File: src/rtl/sdram_page_arbiter.sv
// Round-robin arbiter that shares one SDRAM page-command port among several
// stream channels, each owning a circular region of pages.
module sdram_page_arbiter #(
  parameter int CHANNELS         = 2,
  parameter int SDRAM_ADDR_WIDTH = 15,
  localparam int PAGE_BITS       = SDRAM_ADDR_WIDTH - $clog2(CHANNELS)
) (
  input  logic                        clk,
  input  logic                        rst_n,
  input  logic [CHANNELS-1:0]         ch_wr_req,
  input  logic [CHANNELS-1:0]         ch_rd_req,
  input  logic [CHANNELS-1:0]         ch_clear,
  output logic [CHANNELS-1:0]         ch_full,
  output logic [CHANNELS-1:0]         ch_empty,
  output logic [CHANNELS-1:0]         grant_wr,
  output logic [CHANNELS-1:0]         grant_rd,
  output logic [CHANNELS-1:0]         page_done,
  output logic                        sdram_cmd_wr,
  output logic                        sdram_cmd_rd,
  input  logic                        sdram_cmd_ack,
  input  logic                        sdram_cmd_done,
  output logic [SDRAM_ADDR_WIDTH-1:0] sdram_addr
);

  localparam int CH_BITS = (CHANNELS > 1) ? $clog2(CHANNELS) : 1;
  localparam logic [PAGE_BITS:0]   CNT_ONE  = (PAGE_BITS + 1)'(1);
  localparam logic [PAGE_BITS:0]   CNT_FULL = CNT_ONE << PAGE_BITS;
  localparam logic [PAGE_BITS-1:0] PTR_ONE  = PAGE_BITS'(1);

  typedef enum logic [1:0] {IDLE, REQ, BUSY, UPDATE} state_e;

  state_e                      state_q, state_d;
  logic [CH_BITS-1:0]          last_q, last_d;
  logic [CH_BITS-1:0]          sel_q, sel_d;
  logic                        sel_wr_q, sel_wr_d;
  logic [SDRAM_ADDR_WIDTH-1:0] addr_q, addr_d;
  logic [CHANNELS-1:0]         clr_pend_q, clr_pend_d;
  logic [CHANNELS-1:0]         full_q, full_d;
  logic [CHANNELS-1:0]         empty_q, empty_d;
  logic [PAGE_BITS-1:0]        wr_ptr_q [CHANNELS];
  logic [PAGE_BITS-1:0]        wr_ptr_d [CHANNELS];
  logic [PAGE_BITS-1:0]        rd_ptr_q [CHANNELS];
  logic [PAGE_BITS-1:0]        rd_ptr_d [CHANNELS];
  logic [PAGE_BITS:0]          count_q  [CHANNELS];
  logic [PAGE_BITS:0]          count_d  [CHANNELS];

  logic [CHANNELS-1:0] wr_elig, rd_elig;
  logic                found, win_wr;
  logic [CH_BITS-1:0]  win, idx;
  logic [CHANNELS-1:0] sel_onehot;
  logic                busy_phase;

  // The channel index sits above the page pointer; with one channel the shift drops it.
  function automatic logic [SDRAM_ADDR_WIDTH-1:0] make_addr(input logic [CH_BITS-1:0] ch,
                                                            input logic [PAGE_BITS-1:0] ptr);
    return (SDRAM_ADDR_WIDTH'(ch) << PAGE_BITS) | SDRAM_ADDR_WIDTH'(ptr);
  endfunction

  always_comb begin
    wr_elig = ch_wr_req & ~full_q & ~ch_clear;
    rd_elig = ch_rd_req & ~empty_q & ~ch_clear;
    found   = 1'b0;
    win     = last_q;
    win_wr  = 1'b0;
    idx     = '0;
    for (int i = 1; i <= CHANNELS; i++) begin
      idx = CH_BITS'((int'(last_q) + i) % CHANNELS);
      if (!found && (wr_elig[idx] || rd_elig[idx])) begin
        found  = 1'b1;
        win    = idx;
        win_wr = wr_elig[idx];
      end
    end
  end

  assign busy_phase = (state_q == REQ) || (state_q == BUSY);

  always_comb begin
    state_d    = state_q;
    last_d     = last_q;
    sel_d      = sel_q;
    sel_wr_d   = sel_wr_q;
    addr_d     = addr_q;
    clr_pend_d = clr_pend_q;
    wr_ptr_d   = wr_ptr_q;
    rd_ptr_d   = rd_ptr_q;
    count_d    = count_q;
    full_d     = full_q;
    empty_d    = empty_q;

    // A clear on the granted channel is deferred so the in-flight page finishes cleanly.
    for (int c = 0; c < CHANNELS; c++) begin
      if (ch_clear[c]) begin
        if (state_q != IDLE && sel_q == CH_BITS'(c)) begin
          if (busy_phase) clr_pend_d[c] = 1'b1;
        end else begin
          wr_ptr_d[c] = '0;
          rd_ptr_d[c] = '0;
          count_d[c]  = '0;
        end
      end
    end

    case (state_q)
      IDLE: begin
        if (found) begin
          sel_d    = win;
          sel_wr_d = win_wr;
          addr_d   = make_addr(win, win_wr ? wr_ptr_q[win] : rd_ptr_q[win]);
          state_d  = REQ;
        end
      end
      REQ: begin
        if (sdram_cmd_ack) state_d = sdram_cmd_done ? UPDATE : BUSY;
      end
      BUSY: begin
        if (sdram_cmd_done) state_d = UPDATE;
      end
      UPDATE: begin
        if (clr_pend_q[sel_q] || ch_clear[sel_q]) begin
          wr_ptr_d[sel_q] = '0;
          rd_ptr_d[sel_q] = '0;
          count_d[sel_q]  = '0;
        end else if (sel_wr_q) begin
          wr_ptr_d[sel_q] = wr_ptr_q[sel_q] + PTR_ONE;
          count_d[sel_q]  = count_q[sel_q] + CNT_ONE;
        end else begin
          rd_ptr_d[sel_q] = rd_ptr_q[sel_q] + PTR_ONE;
          count_d[sel_q]  = count_q[sel_q] - CNT_ONE;
        end
        clr_pend_d[sel_q] = 1'b0;
        last_d            = sel_q;
        state_d           = IDLE;
      end
      default: state_d = IDLE;
    endcase

    for (int c = 0; c < CHANNELS; c++) begin
      full_d[c]  = (count_d[c] == CNT_FULL);
      empty_d[c] = (count_d[c] == '0);
    end
  end

  always_ff @(posedge clk or negedge rst_n) begin
    if (!rst_n) begin
      state_q    <= IDLE;
      last_q     <= CH_BITS'(CHANNELS - 1);
      sel_q      <= '0;
      sel_wr_q   <= 1'b0;
      addr_q     <= '0;
      clr_pend_q <= '0;
      full_q     <= '0;
      empty_q    <= '1;
      wr_ptr_q   <= '{default: '0};
      rd_ptr_q   <= '{default: '0};
      count_q    <= '{default: '0};
    end else begin
      state_q    <= state_d;
      last_q     <= last_d;
      sel_q      <= sel_d;
      sel_wr_q   <= sel_wr_d;
      addr_q     <= addr_d;
      clr_pend_q <= clr_pend_d;
      full_q     <= full_d;
      empty_q    <= empty_d;
      wr_ptr_q   <= wr_ptr_d;
      rd_ptr_q   <= rd_ptr_d;
      count_q    <= count_d;
    end
  end

  assign sel_onehot   = CHANNELS'(1) << sel_q;
  assign grant_wr     = (busy_phase &&  sel_wr_q) ? sel_onehot : '0;
  assign grant_rd     = (busy_phase && !sel_wr_q) ? sel_onehot : '0;
  assign page_done    = (state_q == UPDATE) ? sel_onehot : '0;
  assign sdram_cmd_wr = (state_q == REQ) &&  sel_wr_q;
  assign sdram_cmd_rd = (state_q == REQ) && !sel_wr_q;
  assign sdram_addr   = addr_q;
  assign ch_full      = full_q;
  assign ch_empty     = empty_q;

endmodule
File: config.mk
export PLATFORM = sky130hd
export DESIGN_NAME = sdram_page_arbiter
export DESIGN_NICKNAME = d
export VERILOG_FILES = /design/src/rtl/sdram_page_arbiter.sv
export SDC_FILE = /design/constraint.sdc
export NUM_CORES = 1
export LEC_CHECK = 0
export ABC_AREA = 1
export CAP_MARGIN = 20
export CORE_ASPECT_RATIO = 2
export CORE_MARGIN = 1.5
export CORE_UTILIZATION = 50
export CTS_CLUSTER_DIAMETER = 40
export DETAILED_ROUTE_END_ITERATION = 8
export PLACE_DENSITY = 0.79
export SLEW_MARGIN = 20
export SYNTH_ARGS = -nofsm -noshare
export SYNTH_HDL_FRONTEND = slang
export SYNTH_SLANG_ARGS = --single-unit
File: constraint.sdc
create_clock -name clk -period 2.6 [get_ports clk]
set_input_delay 0.52 -clock clk [delete_from_list [all_inputs] [get_ports clk]]
set_output_delay 0.52 -clock clk [all_outputs]
set_load 0.01 [all_outputs]
* Word-level counts from Yosys, hierarchy flattened
Index checks and enable logic that the tools add are counted.
** Operators by class
- Order comparisons :: 7
- Equality and inequality tests :: 8
- Add/sub/neg operators :: 6
- Reduce and logical (&&, ||, !) cells :: 21
- Multiplexer cells :: 80
- Bitwise operators :: 18
- Shift operators :: 1
** Operator list (number)
- two-way mux 14 bit :: 22
- two-way mux 28 bit :: 6
- two-way mux 15 bit :: 8
- two-way mux 30 bit :: 3
- bitwise mux 30 bit :: 2
- AND 28 bit :: 2
- bitwise mux 28 bit :: 2
- AND 30 bit :: 1
- == test 15 bit (second input constant) :: 2
- logical NOT 15 bit :: 2
- NOT 30 bit :: 1
- adder 14 x 1 -> 14 bit (second input constant) :: 2
- NOT 28 bit :: 1
- two-way mux 1 bit :: 26
- adder 15 x 1 -> 15 bit (second input constant) :: 1
- demux 15 bit (select 1 bit) :: 1
- OR 15 x 14 -> 15 bit :: 1
- subtractor 15 x 1 -> 15 bit (second input constant) :: 1
- demux 14 bit (select 1 bit) :: 1
- two-way mux 2 bit :: 7
- AND 2 bit :: 5
- logical AND 1 bit :: 9
- NOT 2 bit :: 4
- case mux 2 bit (4 select lines) :: 1
- 18 further kinds :: 30
** Storage, ports and cells
- Output and inout port bits :: 27
- Word-level logic and storage cells :: 155
- Input port bits :: 10
- Register bits after elaboration :: 112

* Longest topological paths before layout
- Word-level depth :: 16
- Gate-level depth with buffers :: 18
- Mapped depth without buffers :: 17

* Worst setup path before layout
No wires, ideal clock.
- Kind :: register to register
- Start :: reg, netlist name sdram_addr[14]
- End :: reg empty_q[0] (netlist: ch_empty[0])
- Cell stages (with the launch flop) :: 17
- Data required time :: 2.533 ns
- Period minus slack after synthesis :: 2.090 ns
- Path buffers :: 1
- Setup slack :: 0.510 ns
- Data arrival time :: 2.022 ns
- Cells stage by stage :: dfrtp_1 buf_6 nand2_1 o21ai_2 inv_2 ha_1 nand3_1 nor2_4 nand2_2 nor2_2 nand3_2 nand2_1 nand2_1 nand3_1 nand2_1 nand3b_1 nor2_1
** RTL lines
- end signal: assignment :: line 165 : empty_q <= empty_d;
- end: declaration :: line 39 : logic [CHANNELS-1:0] empty_q, empty_d;

* Worst setup path in the final report
- Start :: reg state_q[0]
- End :: out grant_wr[1]
** On the way
- Cells in the longest elaborated chain, start to end :: 4
- Elaborated cells between the ends (all ways) :: 5
** RTL lines
- start: declaration :: line 32 : state_e state_q, state_d;
- start signal: assignment :: line 158 : state_q <= state_d;
- == test 2 x 1 -> 1 bit / == test 2 bit (equally long branches) :: line 76 : assign busy_phase = (state_q == REQ) || (state_q == BUSY);
- logical OR 1 bit * :: line 76
- logical AND 1 bit * :: line 173 : assign grant_wr = (busy_phase && sel_wr_q) ? sel_onehot : '0;
- two-way mux 2 bit * :: line 173
- end: declaration :: line 15 : output logic [CHANNELS-1:0] grant_wr,
Mark *: on every way between the ends. The rest lies on a longest branch, timed or not.

==> flow_summary.ini <==
[place]
gp_congestion = 1.11
placed_cells_incl_taps = 1429
dp_hpwl_mm = 20.7
io_buffers = 36

[setup_path]
r2r-start = sdram_addr[14]
rrSetupSlack_ns = 0.11
path_max_fanout = 5
r2r_cells = 17
cp.required_ns = 2.08
arrival_ns = 2.03
crit_type = flop to output port
end_kind = output port
r2r_end = ch_empty[1]
critPathLaunchType = flop

[die]
io_pins = 37
rows = 64
die_w_um = 91.5
die_h_um = 180
initial_utilization = 0.512
coreArea_um2 = 15300
dieArea_um2 = 16500

[clock_network]
cts_tree = built
cts_buffers = 9
clockRootBuffer = clkbuf_16
htree_levels = 3
cts.sinks = 111
clk_pin_slew_worst_paths_ns = 0.07
clk_latency_ns = 0.38
clk_path_buf_depth = 2

[cells_and_area]
nets = 1261
drive_gt1_frac = 0.155
postLayoutCoreUtil = 0.605
diodes = 0
finalNonFillerCells = 1446
area_delta_synth_final_pct = 18.3

[power]
ir_drop_uv = 536
p_leak_nw = 4.48
power_density_nw_per_um2 = 1310

[min_path]
hp-class = input port to async pin

[synthesis]
ys.warnings.count = 0
syn_nets = 1182
synth_area_um2 = 7820
synthArstFlopShare = 1.00
ys_seq_elements = 111
yosysTopAreaCellShare = 0.345
yosys-top-cells-area = dfrtp_1 35%, nand2_1 15%, inv_1 5.8%
synthTopCellsByCount = 319 x nand2_1, 121 x inv_1, 120 x nor2_1
ys.flop_type = dfrtp_1
yosys.area.top_type = dfrtp_1
netlist_instances = 1164
synth.distinct_cells = 42
synth_edf_count = 0
synth.most_common_cell = nand2_1
syn_avg_cell_area_um2 = 6.72
synth-seq-area-share = 0.356

[timing]
min_period_over_period = 0.979
holdWs_ns = 0.146
skew_ns = 0.0167
maxSlewHeadroom = 0.459
setup_viol = 0
worst_pin_slew_ns = 0.808
finalSetupTns_ns = 0
max_clock_freq_ghz = 0.393
drv_slew = 0
rsz0062_at_grt = true
hold_viol = 0
finalCriticalPeriod_ns = 2.55

[run_status]
status = completed

[global_routing]
grt_usage = 0.351
antenna_found_initial = 0
grt_pass1_wl_mm = 44.1
grt_pass1_vias = 8610
grt_max_degree = 43
overflow = 0

[drt]
avgViaCountPerCell = 5.94
vias = 8586
detail-route-antenna-nets = 0
wl_per_cell_um = 19.3
drc_errors = 0
drt-total-wl_mm = 28.0
drt_iter0_drc = 731
drt-pass1-iter-count = 6

[job]
cap_violations = 0
cells by family after synthesis:
family,after synthesis,synth area share
AND/OR/NAND/NOR,592,0.325
AO/OA/AOI/OAI,253,0.186
buffers and inverters,181,0.100
flip-flops,111,0.356
XOR/XNOR,19,0.0213
adder cells (fa/ha/maj),8,0.0128
cell usage in the layout (no fill, tap or decap), drive strengths merged:
| cell type | synthesis | final |
|---|---|---|
| nand4 | 9 | 9 |
| bufinv | 0 | 1 |
| inv | 128 | 129 |
| o21ai | 114 | 114 |
| o221ai | 1 | 1 |
| o221a | 1 | 1 |
| clkinvlp | 0 | 1 |
| o22ai | 6 | 6 |
| clkbuf | 22 | 10 |
| nand3 | 93 | 93 |
| o32ai | 2 | 2 |
| a21oi | 77 | 77 |
| a31oi | 18 | 18 |
| buf | 29 | 84 |
| nand2 | 342 | 342 |
| dfrtp | 108 | 108 |
| xor2 | 11 | 11 |
| a32o | 2 | 2 |
| clkdlybuf4s50 | 0 | 32 |
| dlymetal6s2s | 0 | 3 |
| nor3 | 3 | 3 |
| clkinv | 2 | 5 |
| o2111ai | 2 | 2 |
| a22oi | 1 | 1 |
| dfstp | 3 | 3 |
| o211ai | 23 | 23 |
| xnor2 | 8 | 8 |
| nor2 | 139 | 139 |
| or2 | 4 | 4 |
| nand3b | 2 | 2 |
| o21bai | 3 | 3 |
| o31ai | 3 | 3 |
| ha | 8 | 8 |
critical path, stage by stage (launching register included):
cell and delay, ns:
dfrtp_1 0.39, inv_1 0.10, ha_1 0.35, inv_2 0.10, nor2_2 0.16, clkdlybuf4s50_1 0.55
how the worst max path moves through the flow:
stage / from / endpoint / slack, ns / depth (start not counted)
2_1_floorplan: sdram_addr[14] / ch_empty[0] / 0.51 / 16
3_3_place_gp: ch_clear[0] / ch_full[0] / -0.01 / 13
3_5_place_dp: ch_clear[0] / ch_full[0] / -0.04 / 13
4_1_cts: state_q[0] / grant_wr[1] / 0.0008 / 5
5_1_grt: sdram_addr[14] / ch_full[0] / -0.07 / 14
6_report: state_q[0] / grant_wr[1] / 0.05 / 5
area by class of cell:
type / count / area (um^2)
clock buffers: 10 / 239
clock inverters: 6 / 68.8
fillers: 1419 / 6040
inverters: 130 / 490
multi-input cells: 872 / 4340
flip-flops and latches: 111 / 2790
well taps: 198 / 248
repair buffers: 119 / 1090
per-layer routing:
layer / vias to the layer above / track usage / wire [um]
li1: 3952 / - / -
met1: 4058 / 0.344 / 9090
met2: 428 / 0.631 / 14900
met3: 148 / 0.0474 / 1520
met4: 0 / 0.301 / 2410
met5: - / 0 / 0
where the power goes:
group	leakage, nW	switching, mW	total [mW]	internal (mW)
Combinational	2.86	5.09	7.89	2.80
Clock	0.149	0.687	1.47	0.780
Sequential	1.47	0.415	2.75	2.34
Total	4.48	6.20	12.1	5.91
what timing repair did:
action	in CTS	in global routing
setup endpoints to repair	4	31
gates resized for setup	4	28
pin swaps	0	4
hold buffers	0	0
buffers inserted	1	0
state kept, by name, indices dropped and copies added, names as in the netlist:
name        cells
ch_full         2
sdram_addr     15
clr_pend_q      2
state_q         2
rd_ptr_q       28
wr_ptr_q       28
count_q        30
ch_empty        2
sel_wr_q        1
last_q          1
stage by stage:
step / instance area, um^2 / setup WS, ns / power (mW)
2_1_floorplan: 7820 / 0.510 / 7.48
3_3_place_gp: 8840 / -0.0120 / 10.1
3_5_place_dp: 8840 / -0.0442 / 10.2
4_1_cts: 9160 / 0.000837 / 11.7
5_1_grt: 9260 / -0.0677 / 12.9
6_report: 9260 / 0.0544 / 12.1
No activity file was read; power rests on OpenSTA's default activity.
